File: config.mk
export PLATFORM = sky130hd
export DESIGN_NAME = mem16_bridge32
export DESIGN_NICKNAME = d
export VERILOG_FILES = /design/src/rtl/mem16_bridge32.sv
export SDC_FILE = /design/constraint.sdc
export NUM_CORES = 1
export LEC_CHECK = 0
export ABC_AREA = 1
export BUFFER_PORTS_ARGS = -buffer_cell sky130_fd_sc_hd__buf_2
export CAP_MARGIN = 20
export CORE_MARGIN = 2
export CORE_UTILIZATION = 47
export DETAILED_ROUTE_END_ITERATION = 8
export PLACE_DENSITY = 0.79
export SLEW_MARGIN = 15
export SYNTH_ARGS = -nofsm -noshare
export SYNTH_HDL_FRONTEND = slang
export SYNTH_SLANG_ARGS = --single-unit
File: constraint.sdc
create_clock -name clk -period 1.4 [get_ports clk]
set_input_delay 0.28 -clock clk [delete_from_list [all_inputs] [get_ports clk]]
set_output_delay 0.28 -clock clk [all_outputs]
set_load 0.005 [all_outputs]
File: src/rtl/mem16_bridge32.sv
// -----------------------------------------------------------------------------
// mem16_bridge32
//
// Initiator-side bridge between a 32-bit load/store requester and a 16-bit
// single-port data memory with combinational read and posedge write. Each
// aligned 32-bit access becomes two 16-bit memory accesses: the low half at A,
// then the high half at A+HALF_STRIDE (mod 2^16). One response is returned per
// request over a valid/ready handshake. Misaligned requests (A[1:0] != 0) get
// an immediate error response and never touch the memory.
//
// Parameters
//   HALF_STRIDE       address offset of the high half. It must be a multiple of
//                     4 so that both halves land on word-aligned memory slots.
//
// Ports
//   clk               single clock; all state updates on posedge
//   rst               synchronous, active-high reset
//   req_valid         request present
//   req_ready         bridge can accept (high only in IDLE)
//   req_addr   [15:0] byte address of the 32-bit access
//   req_we            1 = write, 0 = read
//   req_wdata  [31:0] write data
//   resp_valid        response present
//   resp_ready        requester accepts the response
//   resp_rdata [31:0] read data {hi,lo}; 0 for writes and errors
//   resp_err          1 = misaligned request, no memory access made
//   mem_address      [15:0] memory address
//   mem_write_data   [15:0] memory write data
//   mem_write_enable        memory write enable
//   mem_read_data    [15:0] memory read data (combinational)
// -----------------------------------------------------------------------------
module mem16_bridge32 #(
  parameter logic [15:0] HALF_STRIDE = 16'd4
) (
  input  logic        clk,
  input  logic        rst,
  // Requester side
  input  logic        req_valid,
  output logic        req_ready,
  input  logic [15:0] req_addr,
  input  logic        req_we,
  input  logic [31:0] req_wdata,
  output logic        resp_valid,
  input  logic        resp_ready,
  output logic [31:0] resp_rdata,
  output logic        resp_err,
  // Memory side
  output logic [15:0] mem_address,
  output logic [15:0] mem_write_data,
  output logic        mem_write_enable,
  input  logic [15:0] mem_read_data
);

  typedef enum logic [1:0] {
    IDLE = 2'd0,
    LO   = 2'd1,
    HI   = 2'd2,
    RESP = 2'd3
  } state_e;

  state_e      state_q;

  // Request captured in IDLE. Only the upper write half is kept: the lower half
  // is driven to the memory directly from req_wdata on the accepting edge.
  logic [15:0] addr_q;
  logic        we_q;
  logic [15:0] wdata_hi_q;

  // Low half of a read, captured at the edge that ends LO.
  logic [15:0] lo_q;

  // Registered outputs
  logic        req_ready_q;
  logic        resp_valid_q;
  logic [31:0] resp_rdata_q;
  logic        resp_err_q;
  logic [15:0] mem_address_q;
  logic [15:0] mem_write_data_q;
  logic        mem_write_enable_q;

  // ---------------------------------------------------------------------------
  // Sequencer. All memory-side and response-side outputs are loaded on the
  // edge that enters the state in which they are valid, so they are glitch-free
  // registered values throughout that state.
  // ---------------------------------------------------------------------------
  // NOTE: every register here uses non-blocking assignments so that all of them
  // see the pre-edge values of each other, independent of statement order.
  always_ff @(posedge clk) begin
    if (rst) begin
      state_q            <= IDLE;
      addr_q             <= '0;
      we_q               <= 1'b0;
      wdata_hi_q         <= '0;
      lo_q               <= '0;
      req_ready_q        <= 1'b1;
      resp_valid_q       <= 1'b0;
      resp_rdata_q       <= '0;
      resp_err_q         <= 1'b0;
      mem_address_q      <= '0;
      mem_write_data_q   <= '0;
      mem_write_enable_q <= 1'b0;
    end else begin
      case (state_q)
        IDLE: begin
          if (req_valid) begin
            addr_q      <= req_addr;
            we_q        <= req_we;
            wdata_hi_q  <= req_wdata[31:16];
            req_ready_q <= 1'b0;
            if (req_addr[1:0] != 2'b00) begin
              // Misaligned: answer straight away, memory stays untouched.
              state_q      <= RESP;
              resp_valid_q <= 1'b1;
              resp_err_q   <= 1'b1;
              resp_rdata_q <= '0;
            end else begin
              // Present the low-half access for the whole LO cycle.
              state_q            <= LO;
              mem_address_q      <= req_addr;
              mem_write_data_q   <= req_wdata[15:0];
              mem_write_enable_q <= req_we;
            end
          end
        end

        LO: begin
          // The memory read is combinational, so the low half is valid now.
          lo_q               <= mem_read_data;
          state_q            <= HI;
          mem_address_q      <= addr_q + HALF_STRIDE;  // wraps mod 2^16
          mem_write_data_q   <= wdata_hi_q;
          mem_write_enable_q <= we_q;
        end

        HI: begin
          state_q            <= RESP;
          mem_address_q      <= '0;
          mem_write_data_q   <= '0;
          mem_write_enable_q <= 1'b0;
          resp_valid_q       <= 1'b1;
          resp_err_q         <= 1'b0;
          resp_rdata_q       <= we_q ? 32'd0 : {mem_read_data, lo_q};
        end

        RESP: begin
          // Hold the response until the requester takes it.
          if (resp_ready) begin
            state_q      <= IDLE;
            resp_valid_q <= 1'b0;
            resp_rdata_q <= '0;
            resp_err_q   <= 1'b0;
            req_ready_q  <= 1'b1;
          end
        end

        default: begin
          state_q <= IDLE;
        end
      endcase
    end
  end

  // ---------------------------------------------------------------------------
  // Outputs
  // ---------------------------------------------------------------------------
  assign req_ready        = req_ready_q;
  assign resp_valid       = resp_valid_q;
  assign resp_rdata       = resp_rdata_q;
  assign resp_err         = resp_err_q;
  assign mem_address      = mem_address_q;
  assign mem_write_data   = mem_write_data_q;

  // The memory writes on the same edge that samples rst. Gating the enable
  // with rst keeps a reset asserted mid-access from completing the pending
  // half-word write.
  assign mem_write_enable = mem_write_enable_q & ~rst;

endmodule
== Word level (Yosys, flattened, before mapping) ==
Cells that the tools add are included.

* Register bits: 119
* Output and inout bits: 68
* Input bits: 69
* Word-level logic and storage cells: 58

* Muxes and demuxes: 26
* Add/subtract/negate cells: 1
* Bitwise operators: 2
* Reduce and logical (&&, ||, !) cells: 10
* Eq/ne operators: 7

{| class="wikitable"
|+ Operators by type and width
! operator !! count
|-
| $mux W32 || 4
|-
| $pmux W16 S3 || 2
|-
| $pmux W32 S3 || 1
|-
| $mux W16 || 4
|-
| $add A16 B3 Y16 const B || 1
|-
| $pmux W1 S3 || 3
|-
| $ne A2 B2 Y1 const B || 4
|-
| $pmux W2 S4 || 1
|-
| $mux W1 || 7
|-
| $mux W2 || 3
|-
| $reduce_and A3 Y1 || 2
|-
| $reduce_bool A3 Y1 || 2
|-
| $eq A2 B2 Y1 const B || 2
|-
| $reduce_and A2 Y1 || 2
|-
| $reduce_and A4 Y1 || 1
|-
| $reduce_bool A2 Y1 || 2
|-
| $eq A2 B1 Y1 const B || 1
|-
| $logic_not A2 Y1 || 1
|-
| $pmux W1 S2 || 1
|-
| $and A1 B1 Y1 || 1
|-
| $not A1 Y1 || 1
|}

== Depth between registers and ports, before layout ==
* Depth after elaboration: 4
* Mapped depth: 12
* Mapped depth without buffers: 11

== Worst setup path after synthesis ==
OpenSTA, ideal clock, no wires.

* Kind: reg-to-reg
* Start point: register state_q[1]
* End point: register mem_write_data_q[10], in the netlist mem_write_data[10]
* Slack: -0.148 ns
* Required time: 1.284 ns
* Cell stages (with the launch flop): 8
* Arrival time: 1.433 ns
* Period minus slack after synthesis: 1.548 ns
* Setup time: 0.116 ns
* Cells stage by stage: dfxtp_1 > inv_1 > ha_1 > clkinv_1 > clkbuf_1 > a22o_1 > nor2_1 > nor2_1

* Cells in the longest elaborated chain, start to end: 3

{| class="wikitable"
|+ RTL lines
! element !! RTL line !! RTL
|-
| start, declared || 61 || <nowiki>state_e state_q;</nowiki>
|-
| start signal, assigned || 90 || <nowiki>state_q <= IDLE;</nowiki>
|-
| start signal, assigned || 112 || <nowiki>state_q <= RESP;</nowiki>
|-
| start signal, assigned || 118 || <nowiki>state_q <= LO;</nowiki>
|-
| $eq A2 B2 Y1 (tied with other cells) || 103 || <nowiki>case (state_q)</nowiki>
|-
| $reduce_bool A3 Y1 (no line) or $ne A2 B2 Y1 (tied branches) || n/a ||
|-
| $reduce_and A3 Y1 (no line) || n/a ||
|-
| end signal, assigned || 120 || <nowiki>mem_write_data_q <= req_wdata[15:0];</nowiki>
|-
| end signal, assigned || 131 || <nowiki>mem_write_data_q <= wdata_hi_q;</nowiki>
|-
| end, declared || 78 || <nowiki>logic [15:0] mem_write_data_q;</nowiki>
|}

Several ways; a longest one is shown, not always the timed one.
A chain may end at the register's enable or synchronous reset.

== Worst setup path in the final report ==
* Start point: register state_q[0]
* End point: register mem_address_q[3], in the netlist mem_address[3]

* Cells in the longest elaborated chain, start to end: 3

{| class="wikitable"
|+ RTL lines
! element !! RTL line !! RTL
|-
| $eq A2 B2 Y1 (tied with other cells) || 103 ||
|-
| $reduce_bool A3 Y1 (no line) or $ne A2 B2 Y1 (tied branches) || n/a ||
|-
| $reduce_and A3 Y1 (no line) || n/a ||
|-
| end signal, assigned || 119 || <nowiki>mem_address_q <= req_addr;</nowiki>
|-
| end signal, assigned || 130 || <nowiki>mem_address_q <= addr_q + HALF_STRIDE;</nowiki>
|-
| end, declared || 77 || <nowiki>logic [15:0] mem_address_q;</nowiki>
|}

Several ways; a longest one is shown, not always the timed one.

==> summary.txt <==
Cells and area
  • Layout cells sized above 1: 0.331
  • FILL cells: 856
  • Area grow syn2layout: 39.3%
  • Final cell count without fillers: 987
  • Nets: 912
  • Post-route cell area: 7030 µm²

Routing
  • DR WL/cell: 14.0 µm
  • Routed via count: 5032
  • Routed Antenna Nets: 0
  • DR top layer: met4
  • Met2 wire len: a little under 7000 µm
  • Met1 wire length: 5960 µm
  • Metal3 WL: 911 µm
  • Via/cell ratio: 5.10
  • Number of remaining DRC errors: 0
  • Pre-antenna DRT Iters: 5
  • Initial DRC count: roughly 320
  • Final wirelength: 13800 µm

Critical path
  • CP Data Required Time: roughly 1800 ps
  • WP buf/inv: 3
  • R2r worst-path depth: 9
  • Critical R2R Launch: state_q[0]
  • Max incr delay on CP: around 370 ps
  • Reg2reg end: mem_address[3]
  • Slowest cell on the critical path: dfxtp_2
  • Setup crit end kind: flop
  • Crit-path max FO: 7
  • Critical path arrival: 1950 ps
  • Most common cell on crit path: nor2_1
  • Setup Crit Path Kind: reg -> reg
  • CP delay by family, top: flip-flops
  • Crit path to: mem_address[3]
  • Setup crit start kind: flop
  • Levels on crit path: 9
  • Worst setup startpoint: state_q[0]
  • R2R setup slack: -150 ps
  • Critical-path cell list: inv_4 > ha_4 > nor2_1 > nor2_1 > nand2_2 > clkinv_4 > clkbuf_16 > o21ai_1 > nor2_1

Status
  • Status: complete, but fails checks
  • Violated checks: negative setup slack

Timing
  • Fin Clk Skew: 5.96 ps
  • Final Hold Fails: 0
  • F_max: 0.647 GHz
  • Number of setup violations in the final report: between 60 and 70
  • Worst setup margin: -145 ps
  • Max transition margin: 0.785
  • RSZ-0062 raised after global routing: true
  • Worst-Margin Slew: 321 ps
  • Setup TNS: -4650 ps
  • Final Max Tran Viols: 0
  • Final period utilization: 1.10
  • Period minus WS final: 1550 ps

Place
  • Inst Count DP: 945
  • Post-DP Area: 6050 µm²
  • Final GP Congestion: 0.869
  • # port buffers: 136
  • Place WS: -191 ps
  • DP HPWL: about 8400 µm

Die
  • Initial core utilization: 0.487
  • Die height: 108 µm
  • Rows: 37
  • Core region area: 10400 µm²
  • DIE AREA: 11600 µm²
  • DIE WIDTH: 108 µm
  • Ports: 137

Synthesis
  • Unique cell type count in the Yosys netlist: 26
  • Mapped Avg Cell Area: approximately 7.4 µm²
  • Syn nets: 757
  • Mapped Cells: 682
  • Yosys warnings: 0
  • Netlist Area Pre-Place: 5050 µm²
  • Seq cells post-synth: 119
  • Seq/Total Area, Yosys: 0.472

Global route
  • Vias in the first global route: 4367
  • First-pass GRT wire length: a little over 20000 µm
  • Initial antenna violation count: 1
  • Grt ovf: 0
  • Total global routing track utilization: 0.226
  • Largest net degree at the start of global routing: 59

Clock tree
  • H-tree lvl count: 4
  • Worst skew pair latency: 510 ps
  • Clock Tree Buf Depth: 2
  • Num CTS Buffers: 17
  • Clk slew on worst S/H paths: 60 ps
  • CTS tree: built
  • Clk sinks: roughly 120
  • Clock Tree Root: clkbuf_8

Run
  • Max Cap Viol: 0

Pwr
  • Leak pwr: 3.20 nW
  • Peak supply drop: 1.41 mV
  • Pwr Density: 2830 nW/µm²

Hold path
  • Hold Path Class: in -> reg
## final cells by class
cell class | count | area, µm² | share of cell area
clock buffers | 18 | 418 | 0.0594
clock inverters | 14 | 211 | 0.0301
well taps | 136 | 170 | 0.0242
flip-flops and latches | 119 | 2390 | 0.339
diodes | 1 | 2.50 | 0.000356
repair buffers | 174 | 1150 | 0.164
repair inverters | 3 | 33.8 | 0.00480
inverters | 59 | 249 | 0.0354
multi-input cells | 463 | 2410 | 0.343
## worst register-to-register path, stage by stage, from the launching register on
cell and delay [ps]:
dfxtp_2 370, inv_4 60, ha_4 250, nor2_1 80, nor2_1 50, nand2_2 130
clkinv_4 120, clkbuf_16 190, o21ai_1 140, nor2_1 50
## per-stage QoR
| step | util | hold WS (ps) | power (mW) |
|---|---|---|---|
| 2_1_floorplan | - | 342 | 10.8 |
| 3_3_place_gp | 0.584 | 441 | 13.3 |
| 3_5_place_dp | 0.584 | 456 | 13.5 |
| 4_1_cts | 0.652 | 0.932 | 18.6 |
| 5_1_grt | 0.678 | 10.0 | 21.2 |
| 6_report | 0.678 | 19.0 | 19.9 |
## logic make-up after synthesis
logic type	count (synthesis)	synth area share
xor+xnor	1	0.00173
buf+inv	100	0.0872
compound gates	210	0.223
flops	119	0.472
simple gates	246	0.202
fa+ha+maj	6	0.0149
## synth_stat cells, drive strengths merged
library cell | number | share of area
a211oi | 1 | 0.0015
a21oi | 60 | 0.059
a22o | 18 | 0.031
buf | 17 | 0.025
clkbuf | 24 | 0.018
clkinv | 1 | 0.00074
dfxtp | 119 | 0.47
ha | 6 | 0.015
inv | 58 | 0.044
nand2 | 34 | 0.029
nand3 | 11 | 0.011
nand4 | 3 | 0.0037
nor2 | 196 | 0.16
nor3 | 1 | 0.00099
o21ai | 129 | 0.13
o21bai | 2 | 0.0030
or2 | 1 | 0.0012
xor2 | 1 | 0.0017
## worst min-delay path by stage
stage	start	depth (start not counted)	to
2_1_floorplan	rst	1	state_q[1]
3_3_place_gp	wdata_hi_q[15]	2	wdata_hi_q[15]
5_1_grt	mem_read_data[5]	3	lo_q[5]
3_5_place_dp	wdata_hi_q[15]	2	wdata_hi_q[15]
4_1_cts	mem_read_data[6]	3	lo_q[6]
6_report	req_wdata[19]	3	wdata_hi_q[3]
## report_power, final
group | total (mW) | switching (mW) | internal [mW]
logic | 9.37 | 5.26 | 4.12
clock network | 4.68 | 1.73 | 2.95
registers | 5.83 | 0.900 | 4.93
total | 19.9 | 7.88 | 12.0
## timing repair
item	in CTS	in global routing
pin swaps	4	5
resized for setup	25	85
hold buffers	1	1
endpoints found under the hold margin	1	1
setup endpoints to repair	68	84
buffers inserted	1	2
cloned	1	4
## layer usage
| layer | GRT usage | vias to the layer above |
|---|---|---|
| li1 | - | 2549 |
| met1 | 0.288 | 2276 |
| met2 | 0.365 | 194 |
| met3 | 0.0678 | 13 |
| met4 | 0.0760 | 0 |
| met5 | 0 | - |
## cells in the final DEF (no fill, tap or decap), types with 4 or more instances in the layout
cell and count:
a21oi_2 8, buf_6 4, inv_1 47, buf_12 9, dfxtp_1 116, inv_6 7, inv_4 4, nand2_1 29
inv_2 6, o21ai_0 65, clkbuf_16 17, nor2_1 175, nand3_1 11, nor2_2 20, a22o_1 18, o21ai_1 42
buf_2 136, bufinv_16 4, buf_4 19, o21ai_2 20, a21oi_1 52
## sequential cells by signal, summed over array words and instances (netlist names), 2 cells and up
name	cells
addr_q	16
mem_write_data	16
state_q	2
lo_q	16
wdata_hi_q	16
resp_rdata	32
mem_address	16
No activity file was read; power rests on OpenSTA's default activity.
